[src/rtl/aes_round_ctrl_pkg.sv]
// Shared types and round-count helpers for the AES round sequencer.
package aes_package;

  typedef enum logic [1:0] {
    AES_KEY_128  = 2'b00,
    AES_KEY_192  = 2'b01,
    AES_KEY_256  = 2'b10,
    AES_KEY_RSVD = 2'b11
  } aes_key_len_t;

  typedef enum logic [2:0] {
    RCTL_IDLE,
    RCTL_WAIT_PT,
    RCTL_ROUND,
    RCTL_OUT,
    RCTL_DONE
  } aes_rctl_state_t;

  localparam int unsigned AES_NR_128 = 10;
  localparam int unsigned AES_NR_192 = 12;
  localparam int unsigned AES_NR_256 = 14;

  // Reserved length maps to the AES-128 count; such a job never reaches ROUND.
  function automatic logic [3:0] aes_nr(aes_key_len_t kl);
    case (kl)
      AES_KEY_192: return 4'(AES_NR_192);
      AES_KEY_256: return 4'(AES_NR_256);
      default:     return 4'(AES_NR_128);
    endcase
  endfunction

endpackage

[src/rtl/aes_round_ctrl.sv]
// Iterative AES round sequencer: plaintext load, Nr rounds, ciphertext handoff,
// repeated for n_blocks blocks per job.
module aes_round_ctrl
  import aes_package::*;
#(
  parameter int CNT_W    = 32,
  parameter int RK_IDX_W = 4
) (
  input  logic                clk,
  input  logic                reset,
  input  logic                clear,
  input  logic                start_i,
  input  logic [1:0]          key_len_i,
  input  logic [CNT_W-1:0]    n_blocks_i,
  input  logic                pt_valid_i,
  output logic                pt_ready_o,
  output logic                ct_valid_o,
  input  logic                ct_ready_i,
  output logic [RK_IDX_W-1:0] rk_idx_o,
  input  logic                rk_valid_i,
  output logic                dp_load_o,
  output logic                dp_round_en_o,
  output logic                dp_final_o,
  output logic                busy_o,
  output logic                done_o,
  output logic                err_o,
  output logic [CNT_W-1:0]    blk_cnt_o
);

  aes_rctl_state_t     r_state, w_state_nxt;
  aes_key_len_t        r_key_len;
  logic [CNT_W-1:0]    r_n_blocks, r_blk_cnt, w_blk_cnt_inc;
  logic [RK_IDX_W-1:0] r_round_cnt, w_nr;
  logic                r_err;
  logic                w_start, w_pt_hs, w_ct_hs, w_last_round;

  assign w_nr          = RK_IDX_W'(aes_nr(r_key_len));
  assign w_blk_cnt_inc = r_blk_cnt + CNT_W'(1);
  assign w_last_round  = (r_round_cnt == w_nr);
  assign w_start       = (r_state == RCTL_IDLE) && start_i;
  assign w_pt_hs       = (r_state == RCTL_WAIT_PT) && pt_valid_i && rk_valid_i;
  assign w_ct_hs       = (r_state == RCTL_OUT) && ct_ready_i;

  always_ff @(posedge clk) begin
    if (reset || clear) begin
      r_state     <= RCTL_IDLE;
      r_round_cnt <= '0;
      r_blk_cnt   <= '0;
      r_err       <= 1'b0;
      r_key_len   <= AES_KEY_128;
      r_n_blocks  <= '0;
    end else begin
      r_state <= w_state_nxt;
      if (w_start) begin
        r_blk_cnt  <= '0;
        r_err      <= (key_len_i == 2'b11);
        r_key_len  <= aes_key_len_t'(key_len_i);
        r_n_blocks <= n_blocks_i;
      end
      if (w_pt_hs)
        r_round_cnt <= RK_IDX_W'(1);
      else if (r_state == RCTL_ROUND && rk_valid_i && !w_last_round)
        r_round_cnt <= r_round_cnt + RK_IDX_W'(1);
      if (w_ct_hs)
        r_blk_cnt <= w_blk_cnt_inc;
    end
  end

  always_comb begin
    w_state_nxt   = r_state;
    pt_ready_o    = 1'b0;
    ct_valid_o    = 1'b0;
    rk_idx_o      = '0;
    dp_load_o     = 1'b0;
    dp_round_en_o = 1'b0;
    dp_final_o    = 1'b0;
    done_o        = 1'b0;
    case (r_state)
      RCTL_IDLE: begin
        if (start_i) begin
          if (key_len_i == 2'b11)    w_state_nxt = RCTL_DONE;
          else if (n_blocks_i == '0) w_state_nxt = RCTL_DONE;
          else                       w_state_nxt = RCTL_WAIT_PT;
        end
      end
      RCTL_WAIT_PT: begin
        // rk[0] must be present for the load, so readiness follows the key schedule.
        pt_ready_o = rk_valid_i;
        dp_load_o  = w_pt_hs;
        if (w_pt_hs) w_state_nxt = RCTL_ROUND;
      end
      RCTL_ROUND: begin
        rk_idx_o      = r_round_cnt;
        dp_round_en_o = rk_valid_i;
        dp_final_o    = w_last_round;
        if (rk_valid_i && w_last_round) w_state_nxt = RCTL_OUT;
      end
      RCTL_OUT: begin
        ct_valid_o = 1'b1;
        if (ct_ready_i)
          w_state_nxt = (w_blk_cnt_inc == r_n_blocks) ? RCTL_DONE : RCTL_WAIT_PT;
      end
      RCTL_DONE: begin
        done_o      = 1'b1;
        w_state_nxt = RCTL_IDLE;
      end
      default: w_state_nxt = RCTL_IDLE;
    endcase
  end

  assign busy_o    = (r_state != RCTL_IDLE);
  assign err_o     = r_err;
  assign blk_cnt_o = r_blk_cnt;

endmodule

[config.mk]
export PLATFORM = sky130hd
export DESIGN_NAME = aes_round_ctrl
export DESIGN_NICKNAME = d
export VERILOG_FILES = /design/src/rtl/aes_round_ctrl_pkg.sv /design/src/rtl/aes_round_ctrl.sv
export SDC_FILE = /design/constraint.sdc
export NUM_CORES = 1
export LEC_CHECK = 0
export ABC_CLOCK_PERIOD_IN_PS = 4200
export CORE_UTILIZATION = 30
export CTS_CLUSTER_DIAMETER = 80
export DETAILED_ROUTE_END_ITERATION = 10
export PLACE_DENSITY_LB_ADDON = 0.3
export SYNTH_ARGS = -nofsm -noshare
export SYNTH_HDL_FRONTEND = slang
export SYNTH_SLANG_ARGS = --single-unit
export TNS_END_PERCENT = 50
[constraint.sdc]
create_clock -name clk -period 4.2 [get_ports clk]
set_input_delay 0.84 -clock clk [delete_from_list [all_inputs] [get_ports clk]]
set_output_delay 0.84 -clock clk [all_outputs]
set_load 0.01 [all_outputs]
==> results.yml <==
logic_synthesis:
  seq_area_frac_synth: 0.331
  synthCells: 596
  synth_top_cell_by_area: "dfxtp_1"
  synth_xor_xnor_area_share: 0.0999
  syn-mean-instance-area_sq_um: 7.51
  netlist_area_sq_mm: 0.00447
  synth_edf_count: 0
  synthSimpleGateAreaFrac: 0.322
  async_flop_share: 0
  synth_warnings: 0
  synth_ff_type: "dfxtp_1"
  synth_area_leaders: "dfxtp_1 (33%), nand2_1 (9.0%), a21oi_1 (8.2%), xnor2_1 (5.9%), xor2_1 (4.1%)"
  synth_top_area_frac: 0.331
  synth_compound_area_frac: 0.183
  synth_fp_nets: 640
  ys_seq_elements: 74
  synth.distinct_cells: 58
  synth_top_family_by_area: "simple AND/OR/NAND/NOR gates"
  synth_mux_area_frac: 0.00476
  synth_fa_ha_area_frac: 0.00839
route:
  vias: 4563
  drc: 0
  viasPerCell: 5.36
  drtPass1Iterations: 5
  wl_per_cell_um: 16.2
  finalWirelength_mm: 13.8
  drt-initial-drc-count: 355
  drtAntennaViolNets: 0
finish:
  area_delta_synth_final_pct: 27.4
  drive_above_1_share: 0.0630
  antenna_cells: 0
  final_cell_area_sq_mm: 0.00570
  nets: 706
global_routing:
  first_global_vias: 4232
  use_met1: 0.261
  top_usage_layer: "met2"
  grt_overflow_total: 0
  grt_first_pass_wirelength_mm: 22.3
  grt_start_max_net_pins: 70
  antenna_found_initial: 0
  use_met2: 0.283
  track_usage: 0.188
  grt_use_met3: 0.0421
floorplanning:
  rows: 44
  core_area_sq_mm: 0.0145
  start_util: 0.308
  fp.dieH_um: 124
  ioPinCount: 85
  die_w_um: 124
  fp.dieArea_sq_mm: 0.0154
placement:
  gp_congestion: 0.873
  placedInstanceArea_sq_mm: 0.00541
  detailed_place_hpwl_mm: 10.0
  portBuffers: 84
timing:
  worst_pin_slew_ns: 0.793
  period_share: 0.811
  clock-skew-final_ns: 0.00857
  rsz0062_at_grt: "false"
  setup_viol: 0
  hold_viol: 0
  slew_headroom: 0.458
  finalCriticalPeriod_ns: 3.40
  tns_ns: 0
  slew_viol_final: 0
  fmaxAchievable_ghz: 0.294
cts:
  clock_path_buffers: 2
  cts_tree: "yes"
  postCtsSetupBuffers: 0
  cts_made_buffers: 9
  cts-root-buf: "clkbuf_16"
  path_clk_slew_ns: 0.06
  cts.sinks: 74
  ctsHtreeMaxLevel: 3
  cts_resized: 0
  ctsHoldBuffers: 0
  clk_latency_ns: 0.35
flow_run:
  cap_violations: 0
power_and_ir_drop:
  power_density_mw_per_mm2: 286
  power.total_mw: 1.63
  clockPowerShare: 0.452
  p_switching_mw: 0.434
  leakage_nw: 1.96
  power_frac_comb: 0.102
  p_sw_frac: 0.266
  vdd_drop_max_mv: 0.152
  p_int_mw: 1.20
  power_frac_seq: 0.446
worst_setup_path:
  critical_path.endpoint_type: "flop"
  cp_max_fo: 8
  crit_type: "reg -> reg"
  cp.required_ns: 4.43
  critPathLaunchType: "flop"
  cp.arrival_ns: 3.64
status:
  outcome: "finished clean"
worst_hold_path:
  worstHoldPathType: "reg -> reg"
## state kept, by name, indices dropped and copies added (netlist names)
signal       flops
blk_cnt_o       32
err_o            1
r_key_len        2
r_n_blocks      32
r_round_cnt      4
r_state          3
## power by group through the flow
stage / combinational [mW] / clock, mW / sequential [mW]
finish: 0.166 / 0.738 / 0.727
global route: 0.184 / 0.788 / 0.729
CTS: 0.168 / 0.755 / 0.727
detailed placement: 0.167 / 0 / 0.743
global placement: 0.165 / 0 / 0.743
floorplan: 0.0903 / 0 / 0.739
## per-layer routing
layer,vias to the layer above,share of wire
met5,-,0
li1,2250,-
met2,182,0.44
met4,0,0.018
met1,2111,0.46
met3,20,0.081
## Yosys cell counts, types with 3 or more instances
| master | number |
|---|---|
| a2111oi_0 | 3 |
| nand3b_1 | 5 |
| o21ai_0 | 29 |
| nor4_1 | 11 |
| a31oi_1 | 4 |
| a21oi_1 | 73 |
| clkbuf_1 | 29 |
| a31o_2 | 3 |
| buf_6 | 3 |
| or3_1 | 8 |
| inv_1 | 10 |
| nor2_1 | 38 |
| and3_1 | 10 |
| ha_1 | 3 |
| dfxtp_1 | 74 |
| and4_1 | 5 |
| a311oi_1 | 6 |
| xnor2_1 | 30 |
| nand2_1 | 107 |
| and2_1 | 15 |
| nor3b_1 | 6 |
| nor3_1 | 16 |
| nand4_1 | 15 |
| xor2_1 | 21 |
| nand3_1 | 24 |
| a22oi_1 | 4 |
| or2_2 | 3 |
## kinds of logic after synthesis
logic type,count (synthesis)
compound gates,140
simple gates,279
mux,2
fa+ha+maj,3
buf+inv,47
xor+xnor,51
flops,74
## through the flow
stage	worst slack [ns]	instances	utilization	hold slack [ns]
final	0.796	851	0.392	0.464
after detailed placement	0.823	835	0.373	0.450
after CTS	0.798	851	0.392	0.463
after floorplan	1.25	596	-	0.436
after global routing	0.452	851	0.392	0.486
after global placement	0.931	835	0.373	0.445
## layout make-up
type                    instances  area (sq um)
multi-input cells             475          2760
fillers                      1536          8840
flip-flops and latches         74          1480
repair buffers                 92           901
well taps                     184           230
inverters                      10          37.5
clock inverters                 7          57.6
clock buffers                   9           225
## final timing paths
check	endpoint	startpoint	slack [ns]	cells after the start
worst max register to register	r_state[0]	blk_cnt_o[0]	0.80	9
worst min register to register	r_key_len[1]	r_key_len[1]	0.46	2
worst min-delay path	r_key_len[1]	r_key_len[1]	0.46	2
worst max-delay path	r_state[0]	blk_cnt_o[0]	0.80	9
## worst max-delay path: stages (launching register included)
cell,delay [ns]
dfxtp_1,0.50
ha_1,0.32
nand3_1,0.30
nor3_1,0.53
o32ai_1,0.17
a211o_1,0.24
or4_1,0.42
nor4_2,0.39
a31oi_1,0.14
a221o_1,0.28
## cell usage in the layout (no fill, tap or decap), types with 16 or more instances in the layout
cell,count
nor2_1,38
nor3_1,16
xnor2_1,30
nand2_1,107
nand3_1,24
dfxtp_1,74
o21ai_0,29
clkdlybuf4s50_1,84
xor2_1,21
a21oi_1,73
No activity file was read; power rests on OpenSTA's default activity.
